### config.mk
export PLATFORM = sky130hd
export DESIGN_NAME = multi_edge_detector_flat
export DESIGN_NICKNAME = d
export VERILOG_FILES = /design/src/rtl/multi_edge_detector_if.sv /design/src/rtl/multi_edge_detector.sv /design/src/flat_wrapper.sv
export SDC_FILE = /design/constraint.sdc
export NUM_CORES = 1
export LEC_CHECK = 0
export ABC_CLOCK_PERIOD_IN_PS = 800
export CORE_UTILIZATION = 35
export CTS_CLUSTER_SIZE = 25
export DETAILED_ROUTE_END_ITERATION = 8
export GPL_TIMING_DRIVEN = 0
export PLACE_DENSITY = 0.7
export SLEW_MARGIN = 15
export SYNTH_ARGS = -nofsm -noshare
export SYNTH_HDL_FRONTEND = slang
export SYNTH_SLANG_ARGS = --single-unit
### constraint.sdc
create_clock -name clk -period 0.8 [get_ports clk]
set_input_delay 0.24 -clock clk [delete_from_list [all_inputs] [get_ports clk]]
set_output_delay 0.24 -clock clk [all_outputs]
set_load 0.02 [all_outputs]
### src/rtl/multi_edge_detector_if.sv
// Signal bundle for multi_edge_detector: asynchronous inputs, per-channel mode/clear,
// filtered levels, edge pulses, sticky flags and the combined interrupt.
interface multi_edge_detector_if #(
  parameter int NCH = 4
);
  logic [NCH-1:0]   sig_in;
  logic [2*NCH-1:0] mode;
  logic [NCH-1:0]   flag_clr;
  logic [NCH-1:0]   level;
  logic [NCH-1:0]   rising_edge;
  logic [NCH-1:0]   falling_edge;
  logic [NCH-1:0]   event_flags;
  logic             irq;

  modport master (
    output sig_in, mode, flag_clr,
    input  level, rising_edge, falling_edge, event_flags, irq
  );

  modport slave (
    input  sig_in, mode, flag_clr,
    output level, rising_edge, falling_edge, event_flags, irq
  );
endinterface

### src/rtl/multi_edge_detector.sv
// Per-channel synchroniser, optional glitch filter (EDGE_DET_FILTER_EN), edge pulses,
// sticky event flags and an OR-reduced interrupt.
module multi_edge_detector #(
  parameter int NCH         = 4,
  parameter int SYNC_STAGES = 2,
  parameter int FILT_CYCLES = 4
) (
  input  logic                  clk,
  input  logic                  rst_n,
  multi_edge_detector_if.slave  bus
);

  logic [NCH-1:0] flags_vec;

  if (NCH < 1 || NCH > 32 || SYNC_STAGES < 2 || SYNC_STAGES > 4 ||
      FILT_CYCLES < 1 || FILT_CYCLES > 255) begin : g_param_check
    $error("multi_edge_detector: parameter out of range");
  end

  genvar gi;
  generate
    for (gi = 0; gi < NCH; gi++) begin : g_ch
      logic [SYNC_STAGES-1:0] sync_reg;
      logic sync_bit;
      logic level_reg;
      logic level_next;
      logic rise_reg;
      logic fall_reg;
      logic flag_reg;

      always_ff @(posedge clk or negedge rst_n) begin
        if (!rst_n) begin
          sync_reg <= '0;
        end else begin
          sync_reg <= {sync_reg[SYNC_STAGES-2:0], bus.sig_in[gi]};
        end
      end

      assign sync_bit = sync_reg[SYNC_STAGES-1];

`ifdef EDGE_DET_FILTER_EN
      localparam int CW = $clog2(FILT_CYCLES + 1);
      logic [CW-1:0] cnt_reg;
      logic [CW-1:0] cnt_next;

      // Count consecutive disagreeing cycles; any agreement restarts the count.
      always_comb begin
        cnt_next   = '0;
        level_next = level_reg;
        if (sync_bit != level_reg) begin
          if (cnt_reg == CW'(FILT_CYCLES - 1)) begin
            level_next = ~level_reg;
          end else begin
            cnt_next = cnt_reg + 1'b1;
          end
        end
      end

      always_ff @(posedge clk or negedge rst_n) begin
        if (!rst_n) begin
          cnt_reg <= '0;
        end else begin
          cnt_reg <= cnt_next;
        end
      end
`else
      assign level_next = sync_bit;
`endif

      // Pulses are registered alongside the level so they coincide with its change.
      always_ff @(posedge clk or negedge rst_n) begin
        if (!rst_n) begin
          level_reg <= 1'b0;
          rise_reg  <= 1'b0;
          fall_reg  <= 1'b0;
          flag_reg  <= 1'b0;
        end else begin
          level_reg <= level_next;
          rise_reg  <= level_next & ~level_reg & bus.mode[2*gi];
          fall_reg  <= ~level_next & level_reg & bus.mode[2*gi+1];
          flag_reg  <= (flag_reg & ~bus.flag_clr[gi]) | rise_reg | fall_reg;
        end
      end

      assign bus.level[gi]        = level_reg;
      assign bus.rising_edge[gi]  = rise_reg;
      assign bus.falling_edge[gi] = fall_reg;
      assign flags_vec[gi]        = flag_reg;
    end
  endgenerate

  assign bus.event_flags = flags_vec;
  assign bus.irq         = |flags_vec;

endmodule

### src/flat_wrapper.sv
// flat-port wrapper written by rule: the top's interface ports become plain ports
module multi_edge_detector_flat 
#(
  parameter int NCH         = 4,
  parameter int SYNC_STAGES = 2,
  parameter int FILT_CYCLES = 4
)
  (clk, rst_n, bus_sig_in, bus_mode, bus_flag_clr, bus_level, bus_rising_edge, bus_falling_edge, bus_event_flags, bus_irq);
  multi_edge_detector_if #(.NCH(NCH)) bus_i ();
  input  logic clk;
  input  logic rst_n;
  input wire logic [$bits(bus_i.sig_in)-1:0] bus_sig_in;
  input wire logic [$bits(bus_i.mode)-1:0] bus_mode;
  input wire logic [$bits(bus_i.flag_clr)-1:0] bus_flag_clr;
  output wire logic [$bits(bus_i.level)-1:0] bus_level;
  output wire logic [$bits(bus_i.rising_edge)-1:0] bus_rising_edge;
  output wire logic [$bits(bus_i.falling_edge)-1:0] bus_falling_edge;
  output wire logic [$bits(bus_i.event_flags)-1:0] bus_event_flags;
  output wire logic [$bits(bus_i.irq)-1:0] bus_irq;
  assign bus_i.sig_in = bus_sig_in;
  assign bus_i.mode = bus_mode;
  assign bus_i.flag_clr = bus_flag_clr;
  assign bus_level = bus_i.level;
  assign bus_rising_edge = bus_i.rising_edge;
  assign bus_falling_edge = bus_i.falling_edge;
  assign bus_event_flags = bus_i.event_flags;
  assign bus_irq = bus_i.irq;
  multi_edge_detector #(.NCH(NCH), .SYNC_STAGES(SYNC_STAGES), .FILT_CYCLES(FILT_CYCLES)) u_core (.clk(clk), .rst_n(rst_n), .bus(bus_i));
endmodule
**Yosys cells after proc, flatten, opt, wreduce, memory -nomap -nowiden**

Index checks and enable logic that the tools add are counted.

- Register bits after elaboration: 24
- Word-level logic and storage cells: 61
- Input port bits: 18

- Reduce and logical (&&, ||, !) cells: 1
- Bitwise logic cells: 40

Operators with widths:

| kind | number |
|---|---|
| $and A1 B1 Y1 | 20 |
| $not A1 Y1 | 12 |
| $or A1 B1 Y1 | 8 |
| $reduce_or A4 Y1 | 1 |

**Depth between registers and ports, before layout**

- Depth after elaboration: 4
- Mapped depth: 2
- Gate-level depth less buffers: 2

**Least setup slack after synthesis**

Ideal clock, no wire load.

- Path kind: register to output
- Start point: register u_core.g_ch[0].flag_reg
- End point: output port bus_irq
- Data arrival time: 0.646 ns
- Required time: 0.560 ns
- Path slack: -0.086 ns
- Stages on the path, launching flop included: 3
- Cell sequence: dfrtp_1 inv_1 nand4_1

- Word-level cells in the longest chain between the ends: 1

Ends and longest elaborated chain:

| item | RTL line | source |
|---|---|---|
| from (decl) | multi_edge_detector.sv:29 | `logic flag_reg;` |
| from (signal assigned) | multi_edge_detector.sv:81 | `flag_reg <= (flag_reg & ~bus.flag_clr[gi]) \| rise_reg \| fall_reg;` |
| $reduce_or A4 Y1 | multi_edge_detector.sv:93 | `assign bus.irq = \|flags_vec;` |
| to (decl) | flat_wrapper.sv:19 | `output wire logic [$bits(bus_i.irq)-1:0] bus_irq;` |

Every way passes these cells.

**Worst setup path after layout**

Ends and elaborated chain as after synthesis.

==> flow_summary.ini <==
[outcome]
status = finished, violations left
violations = setup timing

[setup_path]
r2r_start = u_core.g_ch[0].level_reg$_DFF_PN0_
worstPathRequired_ps = 560
critPathLaunch = u_core.g_ch[0].flag_reg$_DFF_PN0_
end_kind = output pin
critPathKind = reg -> out
cp.arrival_ps = 1020
critPathLaunchType = register
critPathMaxFanout = 2

[grt]
antenna_found_initial = 0
grt_pass1_vias = 536
track_usage_pct = 10.95
grt_max_degree = 25
grt-ovfl-total = 0
grt_pass1_wl_um = 2042

[detailed_routing]
route.detailed.drc = 0
first_iter_violations = 1
vias_per_cell = 4.115
wirelength_um = 1254
antenna_left = 0
dr.pass1.iters = 2
wl_per_cell_um = 9.573
vias = 539

[sta]
clock_skew_ps = 1.560
fin_ws_ps = -461.4
fin_crit_ps = 1261
finalSetupViolCount = 17
rsz0062_at_grt = true
relSlewSlack_pct = 62.86
max_freq_ghz = 0.7928
maxSlewViolCount = 0
hold_viol = 0
tightest_slew_ps = 557.1
period_share_pct = 157.7

[yosys]
ys_warn_count = 0
synth-simple-area-share_pct = 10.25
netlist_instances = 65
synthXorXnorAreaFrac_pct = 0
syn_nets = 83
synth_compound_area_share_pct = 2.377
muxShareOfSynthArea_pct = 0
synth-seq-area-share_pct = 71.32
synth_top_family_by_area = buffers and inverters
synth_cell_types = 8
synthAdderAreaFrac_pct = 0
syn_avg_cell_area_um2 = 12.95
ys_ff_latch = 24
syn_area_um2 = 842.1

[die]
start_util_pct = 37.70
io-pin-count = 35
die_area_um2 = 2606
dieWidth_um = 51.05
num_rows = 17
die_h_um = 51.05
coreArea_um2 = 2233

[placement]
hpwl_um = 931.9
routabilityCongestion = 0.6477
portBuffers = 34
dp_cells = 127
preCtsSetupSlack_ps = -711.2

[cts]
ctsLongestPathBuffers = 2
clk_transition_reported_paths_ps = 110
cts_tree = done
cts-root-buf = clkbuf_4
cts_sinks = 24
clock_latency_ps = 290
cts_buffers = 3
h-tree-depth = 1

[layout]
area_growth_pct = 56.76
layout_commonest_cell = buf_6
multiInputGateArea_um2 = 118.9
drive_gt1_share_pct = 41.75
nets = 123
largest_register_ffs = 8
nFillCells = 197
antennaDiodeCount = 0
layout_common_cells = 27 x buf_6, 24 x dfrtp_1, 16 x clkdlybuf4s50_1
final_cells = 131
final_util_pct = 59.10
regArea_um2 = 600.6

[run]
drv_cap = 0

[worst_hold_path]
holdCritPathClass = in -> async

[power_and_ir_drop]
p_leak_uw = 0.0006518
peakVddDrop_v = 0.001206
powerDensity_nw_per_um2 = 1711
==> layer usage <==
| layer | wire [um] | vias to the layer above | GRT usage (%) |
|---|---|---|---|
| li1 | - | 262 | - |
| met1 | 463 | 252 | 12.30 |
| met2 | 681 | 23 | 19.08 |
| met3 | 98 | 2 | 1.786 |
| met4 | 10 | 0 | 6.944 |
| met5 | 0 | - | 0 |
==> layout make-up <==
| cell class | count | area share [%] |
|---|---|---|
| flip-flops and latches | 24 | 45.50 |
| repair buffers | 41 | 32.32 |
| multi-input cells | 21 | 9.005 |
| plain buffers | 10 | 7.678 |
| well taps | 28 | 2.654 |
| clock buffers | 3 | 1.706 |
| inverters | 4 | 1.137 |
==> worst max-delay path, stage by stage, from the launching register on <==
cell and delay, ps:
dfrtp_1 410, inv_2 60, nand4_1 90, buf_4 160
==> through the flow <==
step / power (uW) / instance area [um^2] / hold slack [ps] / TNS [ps]
floorplan: 1518 / 842.1 / -55.59 / -85.76
global placement: 1736 / 1217 / 331.7 / -25610
detailed placement: 1743 / 1217 / 339.5 / -26040
global route: 2377 / 1320 / 39.61 / -6888
CTS: 2277 / 1281 / 17.17 / -6274
finish: 2258 / 1320 / 6.499 / -6055
==> cell usage after synthesis, drive strengths merged <==
cell   instances  share of area [%]
o21ai          4                2.4
nand2          4                1.8
nand4          1               0.74
and3b          4                4.2
dfrtp         24                 71
nor2           8                3.6
inv            4                1.8
buf           16                 14
==> what timing repair did <==
| action | 4_1_cts | 5_1_grt |
|---|---|---|
| hold buffers | 0 | 0 |
| pin swaps | 1 | 2 |
| setup buffers | 6 | 2 |
| setup endpoints to repair | 41 | 21 |
| resized for setup | 112 | 9 |
==> power by group <==
group	switching (uW)	internal (uW)
logic	170	278
clock network	309	175
registers	45.3	1280
==> logic make-up (layout without fill, tap and decap cells) <==
logic type / count (synthesis) / count (layout)
flip-flops: 24 / 24
AND/OR/NAND/NOR: 17 / 17
AO/OA/AOI/OAI: 4 / 4
buffers and inverters: 20 / 58
==> worst paths after layout <==
kind | slack (ps) | end | cells past startpoint
max reg2reg | 0 | u_core.g_ch[0].fall_reg$_DFF_PN0_ | 2
min in group clk | 360 | u_core.g_ch[2].sync_reg[1]$_DFF_PN0_ | 0
min reg2reg | 360 | u_core.g_ch[2].sync_reg[1]$_DFF_PN0_ | 0
max in group asynchronous | 430 | u_core.g_ch[2].level_reg$_DFF_PN0_ | 1
max | -460 | bus_irq | 3
min | 6 | u_core.g_ch[1].sync_reg[0]$_DFF_PN0_ | 1
Power figures use the tool's default switching activity.
